## src/rtl/alu_sequencer_pkg.sv

```systemverilog
// Shared definitions for the ALU sequencer: opcodes, flag bit positions,
// sequencer state encoding and the opcode legality check.
package alu_pkg;

    localparam logic [7:0] OP_ADD                = 8'h00;
    localparam logic [7:0] OP_SUBTRACT           = 8'h01;
    localparam logic [7:0] OP_MULTIPLY           = 8'h02;
    localparam logic [7:0] OP_EQUALS             = 8'h03;
    localparam logic [7:0] OP_GREATER_THAN       = 8'h04;
    localparam logic [7:0] OP_ADD_IMMEDIATE      = 8'h09;
    localparam logic [7:0] OP_SUBTRACT_IMMEDIATE = 8'h0A;

    localparam int FLAG_OVF    = 4;
    localparam int FLAG_CARRY  = 3;
    localparam int FLAG_ZERO   = 2;
    localparam int FLAG_SIGN   = 1;
    localparam int FLAG_PARITY = 0;

    typedef enum logic [1:0] {
        IDLE  = 2'd0,
        ISSUE = 2'd1,
        RESP  = 2'd2
    } seq_state_t;

    // Opcodes are passed zero-extended to 32 bits so any OPCODE_W can use this.
    function automatic logic opcode_is_legal(input logic [31:0] op);
        logic legal;
        legal = 1'b0;
        case (op)
            32'(OP_ADD), 32'(OP_SUBTRACT), 32'(OP_EQUALS), 32'(OP_GREATER_THAN),
            32'(OP_ADD_IMMEDIATE), 32'(OP_SUBTRACT_IMMEDIATE): legal = 1'b1;
            default: legal = 1'b0;
        endcase
        return legal;
    endfunction

endpackage

```

## src/rtl/alu_sequencer_rr_arbiter.sv

```systemverilog
// Combinational round-robin arbiter: the winner is the first requester found
// searching upward from ptr_in+1 with wrap-around. The pointer register
// itself lives in the caller.
module rr_arbiter #(
    parameter  int NUM_REQ = 4,
    localparam int IDX_W   = $clog2(NUM_REQ)
) (
    input  logic [NUM_REQ-1:0] req_in,
    input  logic [IDX_W-1:0]   ptr_in,
    output logic [NUM_REQ-1:0] grant_out,
    output logic [IDX_W-1:0]   grant_idx_out,
    output logic               any_out
);

    // Scan candidates in priority order and keep the first valid one.
    always_comb begin
        int cand;
        logic [IDX_W-1:0] cand_idx;
        grant_out     = '0;
        grant_idx_out = '0;
        any_out       = 1'b0;
        cand          = 0;
        cand_idx      = '0;
        for (int k = 1; k <= NUM_REQ; k++) begin
            cand     = (int'(ptr_in) + k) % NUM_REQ;
            cand_idx = IDX_W'(cand);
            if (!any_out && req_in[cand_idx]) begin
                grant_out[cand_idx] = 1'b1;
                grant_idx_out       = cand_idx;
                any_out             = 1'b1;
            end
        end
    end

endmodule

```

## src/rtl/alu_sequencer.sv

```systemverilog
// Shares one combinational ALU between NUM_REQ requesters. Requests are
// arbitrated round-robin in IDLE, the ALU is driven for exactly one ISSUE
// cycle, and the captured result is offered on the response channel in RESP.
// Optional build macro ALU_SEQUENCER_OPCHECK_EN: illegal opcodes bypass the
// ALU and return data=0, flags=0 with rsp_err_out=1.
//
// Handshakes: a transfer happens on the rising clk_in edge where valid and
// ready are both high; valid and payload must stay stable until that edge,
// and ready never depends on anything the sender changes in reaction to it.
module alu_sequencer
    import alu_pkg::*;
#(
    parameter  int NUM_REQ  = 4,
    parameter  int DATA_W   = 8,
    parameter  int OPCODE_W = 8,
    localparam int ID_W     = $clog2(NUM_REQ)
) (
    input  logic                         clk_in,
    input  logic                         reset_in,
    input  logic [NUM_REQ-1:0]           req_valid_in,
    output logic [NUM_REQ-1:0]           req_ready_out,
    input  logic [NUM_REQ*OPCODE_W-1:0]  req_opcode_in,
    input  logic [NUM_REQ*DATA_W-1:0]    req_a_in,
    input  logic [NUM_REQ*DATA_W-1:0]    req_b_in,
    output logic                         alu_enable_out,
    output logic [OPCODE_W-1:0]          alu_opcode_out,
    output logic [DATA_W-1:0]            alu_input1_out,
    output logic [DATA_W-1:0]            alu_input2_out,
    input  logic [DATA_W-1:0]            alu_result_in,
    input  logic [4:0]                   alu_flags_in,
    output logic                         rsp_valid_out,
    input  logic                         rsp_ready_in,
    output logic [ID_W-1:0]              rsp_id_out,
    output logic [DATA_W-1:0]            rsp_data_out,
    output logic [4:0]                   rsp_flags_out,
    output logic                         rsp_err_out
);

    seq_state_t          state_q, state_d;
    logic [ID_W-1:0]     ptr_q, ptr_d;
    logic [ID_W-1:0]     id_q, id_d;
    logic [OPCODE_W-1:0] op_q, op_d;
    logic [DATA_W-1:0]   a_q, a_d;
    logic [DATA_W-1:0]   b_q, b_d;
    logic [DATA_W-1:0]   data_q, data_d;
    logic [4:0]          flags_q, flags_d;
`ifdef ALU_SEQUENCER_OPCHECK_EN
    logic                err_q, err_d;
`endif

    logic [NUM_REQ-1:0]  grant_onehot;
    logic [ID_W-1:0]     grant_idx;
    logic                grant_any;
    logic [31:0]         op_ext;
    logic [4:0]          flags_cap;

    rr_arbiter #(
        .NUM_REQ (NUM_REQ)
    ) u_arb (
        .req_in        (req_valid_in),
        .ptr_in        (ptr_q),
        .grant_out     (grant_onehot),
        .grant_idx_out (grant_idx),
        .any_out       (grant_any)
    );

    // Captured flags: EQUALS and GREATER_THAN leave overflow, carry and
    // parity undriven in the ALU, so those bits are cleared here.
    always_comb begin
        op_ext    = 32'(op_q);
        flags_cap = alu_flags_in;
        if (op_ext == 32'(OP_EQUALS) || op_ext == 32'(OP_GREATER_THAN)) begin
            flags_cap[FLAG_OVF]    = 1'b0;
            flags_cap[FLAG_CARRY]  = 1'b0;
            flags_cap[FLAG_PARITY] = 1'b0;
        end
    end

    // Next-state and output logic for IDLE -> ISSUE -> RESP -> IDLE.
    always_comb begin
        state_d        = state_q;
        ptr_d          = ptr_q;
        id_d           = id_q;
        op_d           = op_q;
        a_d            = a_q;
        b_d            = b_q;
        data_d         = data_q;
        flags_d        = flags_q;
`ifdef ALU_SEQUENCER_OPCHECK_EN
        err_d          = err_q;
`endif
        req_ready_out  = '0;
        alu_enable_out = 1'b0;
        alu_opcode_out = '0;
        alu_input1_out = '0;
        alu_input2_out = '0;
        rsp_valid_out  = 1'b0;
        case (state_q)
            IDLE: begin
                // Ready is gated by reset so every output reads 0 while held.
                if (grant_any && !reset_in) begin
                    req_ready_out = grant_onehot;
                    op_d    = req_opcode_in[int'(grant_idx)*OPCODE_W +: OPCODE_W];
                    a_d     = req_a_in[int'(grant_idx)*DATA_W +: DATA_W];
                    b_d     = req_b_in[int'(grant_idx)*DATA_W +: DATA_W];
                    ptr_d   = grant_idx;
                    id_d    = grant_idx;
                    state_d = ISSUE;
                end
            end
            ISSUE: begin
`ifdef ALU_SEQUENCER_OPCHECK_EN
                if (opcode_is_legal(op_ext)) begin
                    alu_enable_out = 1'b1;
                    alu_opcode_out = op_q;
                    alu_input1_out = a_q;
                    alu_input2_out = b_q;
                    data_d         = alu_result_in;
                    flags_d        = flags_cap;
                    err_d          = 1'b0;
                end else begin
                    data_d  = '0;
                    flags_d = '0;
                    err_d   = 1'b1;
                end
`else
                alu_enable_out = 1'b1;
                alu_opcode_out = op_q;
                alu_input1_out = a_q;
                alu_input2_out = b_q;
                data_d         = alu_result_in;
                flags_d        = flags_cap;
`endif
                state_d = RESP;
            end
            RESP: begin
                rsp_valid_out = 1'b1;
                if (rsp_ready_in) begin
                    state_d = IDLE;
                end
            end
            default: begin
                state_d = IDLE;
            end
        endcase
    end

    // State and datapath registers; reset discards any operation in flight.
    always_ff @(posedge clk_in or posedge reset_in) begin
        if (reset_in) begin
            state_q <= IDLE;
            ptr_q   <= ID_W'(NUM_REQ - 1);
            id_q    <= '0;
            op_q    <= '0;
            a_q     <= '0;
            b_q     <= '0;
            data_q  <= '0;
            flags_q <= '0;
`ifdef ALU_SEQUENCER_OPCHECK_EN
            err_q   <= 1'b0;
`endif
        end else begin
            state_q <= state_d;
            ptr_q   <= ptr_d;
            id_q    <= id_d;
            op_q    <= op_d;
            a_q     <= a_d;
            b_q     <= b_d;
            data_q  <= data_d;
            flags_q <= flags_d;
`ifdef ALU_SEQUENCER_OPCHECK_EN
            err_q   <= err_d;
`endif
        end
    end

    assign rsp_id_out    = id_q;
    assign rsp_data_out  = data_q;
    assign rsp_flags_out = flags_q;
`ifdef ALU_SEQUENCER_OPCHECK_EN
    assign rsp_err_out   = err_q;
`else
    assign rsp_err_out   = 1'b0;
`endif

endmodule

```

## config.mk

```make
export PLATFORM = sky130hd
export DESIGN_NAME = alu_sequencer
export DESIGN_NICKNAME = d
export VERILOG_FILES = /design/src/rtl/alu_sequencer_pkg.sv /design/src/rtl/alu_sequencer_rr_arbiter.sv /design/src/rtl/alu_sequencer.sv
export SDC_FILE = /design/constraint.sdc
export NUM_CORES = 1
export LEC_CHECK = 0
export BUFFER_PORTS_ARGS = -buffer_cell sky130_fd_sc_hd__buf_4
export CAP_MARGIN = 10
export CORE_ASPECT_RATIO = 0.9
export CORE_MARGIN = 3
export CORE_UTILIZATION = 35
export CTS_CLUSTER_SIZE = 20
export DETAILED_ROUTE_END_ITERATION = 8
export PLACE_DENSITY_LB_ADDON = 0.3
export SLEW_MARGIN = 5
export SYNTH_ARGS = -nofsm -noshare
export SYNTH_HDL_FRONTEND = slang
export SYNTH_SLANG_ARGS = --single-unit
```

## constraint.sdc

```tcl
create_clock -name clk_in -period 4.2 [get_ports clk_in]
set_input_delay 0.84 -clock clk_in [delete_from_list [all_inputs] [get_ports clk_in]]
set_output_delay 0.84 -clock clk_in [all_outputs]
set_load 0.01 [all_outputs]
```

Yosys cells after proc, flatten, opt, wreduce, memory -nomap -nowiden
Cells that the tools add are included.

Flip-flop bits (word level): 43. Bits in latches: 0. RAM bits: 0. ROM bits: 0. Output and inout port bits: 46. Memories kept: 0.

Add/sub/neg operators: 4. Multipliers: 0. Div/mod/pow operators: 0. Magnitude comparators: 8. Equality and inequality tests: 6. Shift-type cells: 3. Muxes and demuxes: 40. Bitwise logic cells: 3. Reduce and logical (&&, ||, !) cells: 16.

Operator list (count): 32-bit by 6-bit variable part select with 8-bit output (3); 4-bit two-way mux (6); 8-bit two-way mux (3); 1-bit two-way mux (15); 2-bit two-way mux (7); 2-bit by 3-bit less-than comparator with 1-bit output (second input constant) (4); 4-bit OR (3); 1-bit binary-select mux with 2-bit select (4); 1-bit demux with 2-bit select (4); 8-bit by 2-bit == test with 1-bit output (second input constant) (1); 8-bit by 3-bit == test with 1-bit output (second input constant) (1); 2-bit by 1-bit greater-or-equal comparator with 1-bit output (second input constant) (4); 1-bit logical AND (8); 2-bit case mux with 3 select lines (1); 2-bit by 1-bit adder with 2-bit output (second input constant) (2); 2-bit adder (second input constant) (2); 1-bit logical NOT (4); 2-bit != test (second input constant) (2); 2-bit AND reduction (2); 2-bit by 1-bit == test with 1-bit output (second input constant) (1); 2-bit == test (second input constant) (1); 2-bit logical NOT (1); 1-bit logical OR (1).

Longest topological paths before layout
Word-level depth: 16. Mapped depth: 12.

Modules after synthesis
From an unflattened synthesis, not the netlist that was laid out.

Cells, all modules: 281. Area, all modules: 3184.3 µm².

By module, submodules not included: alu_sequencer (times used 1, cells each 195, area each 2555.0 µm², seq. area each 1078.5 µm²); rr_arbiter (times used 1, cells each 86, area each 629.4 µm², seq. area each 0.0 µm²).

Worst setup path after synthesis
Ideal clock, no wire load.

Kind: flip-flop to output port. Start: register ptr_q[0]. End: output port req_ready_out[0]. Arrival time: 2.740 ns. Setup slack: 0.620 ns. Cell stages (with the launch flop): 11. Path buffers: 4. Cells stage by stage: dfstp_2 -> buf_6 -> inv_1 -> ha_1 -> clkbuf_1 -> mux2i_1 -> mux2_2 -> clkbuf_1 -> clkbuf_1 -> o21ai_0 -> a21oi_1.

Word-level cells in the longest chain between the ends: 16. Elaborated cells on any way between the ends: 52.

RTL lines: start: declaration (line alu_sequencer.sv:40) `logic [ID_W-1:0] ptr_q, ptr_d;`; start signal: assignment (line alu_sequencer.sv:152) `ptr_q <= ID_W'(NUM_REQ - 1);`; start signal: assignment (line alu_sequencer.sv:164) `ptr_q <= ptr_d;`; parallel branches: the longest is 14 deep, another holds 2-bit by 3-bit less-than comparator with 1-bit output; 4-bit two-way mux (*) (line alu_sequencer.sv:101) `if (grant_any && !reset_in) begin`; 4-bit two-way mux (*) (line alu_sequencer.sv:98) `case (state_q)`; end: declaration (line alu_sequencer.sv:21) `output logic [NUM_REQ-1:0] req_ready_out,`.

Every way passes the cells marked *. The select of a mux whose other input is x is not followed.

Worst setup path in the final report
Start: register ptr_q[1]. End: output port req_ready_out[2].

The elaborated chain is that of the path after synthesis.

==> results.cfg <==
[run_status]
outcome = complete, no violations

[logic_synthesis]
synth_top_area_share_pct = 26.82
syn_area_per_cell_um2 = 8.104
synthCells = 472
synth-edff-count = 0
syn_area_um2 = 3825
yosys.area.top_type = dfrtp_1
synth_seq_cells = 43
yosys-top-cells-area = dfrtp_1 27%, a31oi_1 8.3%, o221ai_2 7.9%
async_flop_share_pct = 100.0
yosys_warnings = 0
ys_types = 40
yosys_most_used_dff = dfrtp_1
yosysSeqAreaShare_pct = 28.20
synth_fp_nets = 596

[sta]
setup-violations-final = 0
fin_tns_setup_ps = 0
rsz0062_at_grt = no
fin_crit_ps = 3731
slew_headroom_pct = 24.02
fin_skew_ps = 8.372
worstMarginPinSlew_ps = 1140
fmax_mhz = 268.0
finalHoldViolations = 0
period_share_pct = 88.83
report.final.slew_viol_count = 0

[grt]
antenna_found_initial = 0
first_global_vias = 3715
grt_max_degree = 104
grt_overflow_total = 0
grt_pass1_wl_um = 18980
grt_use_total_pct = 19.44

[clocking]
post_cts_buffers = 0
cts_sinks = 43
clock_path_buffers = 2
cts.htree.levels = 2
clk_pin_slew_worst_paths_ps = 60
tritoncts.num_buffers = 5
holdBufCountCts = 0
cts-root-buf = clkbuf_16
cts_resized = 0
clock_latency_ps = 280
cts_tree = done

[pwr]
p_leak_uw = 0.002567
p_total_uw = 4179
pwr_density_cell_nw_per_um2 = 799.5
ir_drop_uv = 492.8

[worst_setup_path]
worstPathArrival_ps = 2890
worst-r2r-cell-count = 9
crit_required_ps = 3360
cp-end-kind = primary output
startpoint = ptr_q[1]$_DFFE_PP1P_
cp-endpoint = req_ready_out[2]
worstPathMaxFanout = 8
r2r-start = ptr_q[1]$_DFFE_PP1P_
cp-start-kind = flip-flop
crit_type = reg -> out
worstReg2RegEnd = op_q[6]$_DFFE_PP0P_
r2r_setup_slack_ps = 540

[die]
die_w_um = 116.2
io_pins = 162
rows = 35
core_um2 = 10470
die_h_um = 105.2
dieArea_um2 = 12220
initial_core_util_pct = 36.55

[detailed_routing]
drt_pre_antenna_iters = 4
wl_per_cell_um = 16.88
via_per_inst = 5.433
dr.first_iter.drc_count = 253
drt-total-wl_um = 12400
vias = 3993
drcViolationCount = 0
antenna_left = 0

[layout]
drive_gt1_share_pct = 35.31
n_fill_cell = 992
final_cell_mix = 173 x buf_4, 65 x nand2_1, 54 x inv_1, 51 x a31oi_1, 41 x dfrtp_1
synthToLayoutAreaGrowth_pct = 36.67
fin_nets = 729
postLayoutCellArea_um2 = 5228
final_common_cell = buf_4
antenna_cells = 0

[min_path]
hold_path_class = reg -> reg
min_from = rsp_id_out[1]$_DFFE_PP0P_

[placed_design]
port_buffers = 160
gp_congestion = 0.8993
placed_area_um2 = 5039
place_hpwl_um = 9509

[flow_run]
cap_violations = 0
-- synthesized netlist by cell type (all sizes together) (8+ instances only) --
library cell   n
a211oi        24
a31oi         52
and2          24
buf           18
clkbuf        29
dfrtp         41
ha             8
inv           56
mux2i         27
nand2         65
nand2b         8
nor3          26
o21ai         35
o221ai        24
-- power breakdown --
part | switching, µW | leakage, µW | total, µW | internal [µW]
sequential | 138 | 0.000529 | 775 | 637
combinational | 1750 | 0.00195 | 2910 | 1160
clock | 152 | 0.0000911 | 493 | 341
total | 2040 | 0.00257 | 4180 | 2140
-- area by class of cell --
| class | count | area (µm²) | share of cell area (%) |
|---|---|---|---|
| multi-input cells | 326 | 2286 | 43.73 |
| repair buffers | 173 | 1299 | 24.84 |
| flip-flops and latches | 43 | 1082 | 20.70 |
| inverters | 56 | 210.2 | 4.021 |
| well taps | 129 | 161.4 | 3.088 |
| clock buffers | 6 | 128.9 | 2.465 |
| clock inverters | 2 | 60.06 | 1.149 |
-- cells by family (layout without fill, tap and decap cells) --
group | count (synthesis) | in the layout | synth area share [%]
AOI/OAI and AO/OA | 151 | 151 | 30.55
adders and majority gates | 8 | 8 | 2.617
buffers and inverters | 103 | 237 | 12.04
DFF | 43 | 43 | 28.20
muxes | 33 | 33 | 10.01
other | 1 | 1 | 0.09804
and+or+nand+nor | 133 | 133 | 16.49
-- metal layers --
metal	track usage, %	routed length [µm]	vias up
met5	0	0	-
li1	-	-	1953
met1	28.66	5808	1861
met4	4.474	147	0
met3	1.853	829	13
met2	30.57	5618	166
-- flip-flops by register name, indices dropped and copies added (netlist names) --
name	count
a_q	8
rsp_data_out	8
state_q	2
rsp_id_out	2
op_q	8
b_q	8
ptr_q	2
rsp_flags_out	5
-- worst max-delay path, stage by stage, from the launching register on --
cell and delay (ps):
dfstp_2 610, inv_1 180, ha_1 470, mux4_2 440
and2b_1 260, a221o_1 310, o21ai_0 80, a21oi_1 100
buf_4 160
-- through the flow --
stage	hold WS, ps	instances	setup slack [ps]	utilization, %
after floorplan	447.6	472	620.1	-
after global placement	459.8	727	698.8	48.14
after detailed placement	467.4	727	539.8	48.14
after CTS	483.1	735	469.0	49.95
after global routing	505.9	735	248.4	49.95
final	477.7	735	469.2	49.95
-- how the worst min path moves through the flow --
stage	to	cells after the start
2_1_floorplan	a_q[7]$_DFFE_PP0P_	2
3_3_place_gp	rsp_data_out[0]$_DFFE_PP0P_	2
3_5_place_dp	rsp_id_out[1]$_DFFE_PP0P_	2
4_1_cts	rsp_id_out[1]$_DFFE_PP0P_	2
5_1_grt	rsp_flags_out[1]$_DFFE_PP0P_	2
6_report	rsp_id_out[1]$_DFFE_PP0P_	2
No activity file was read; power rests on OpenSTA's default activity.
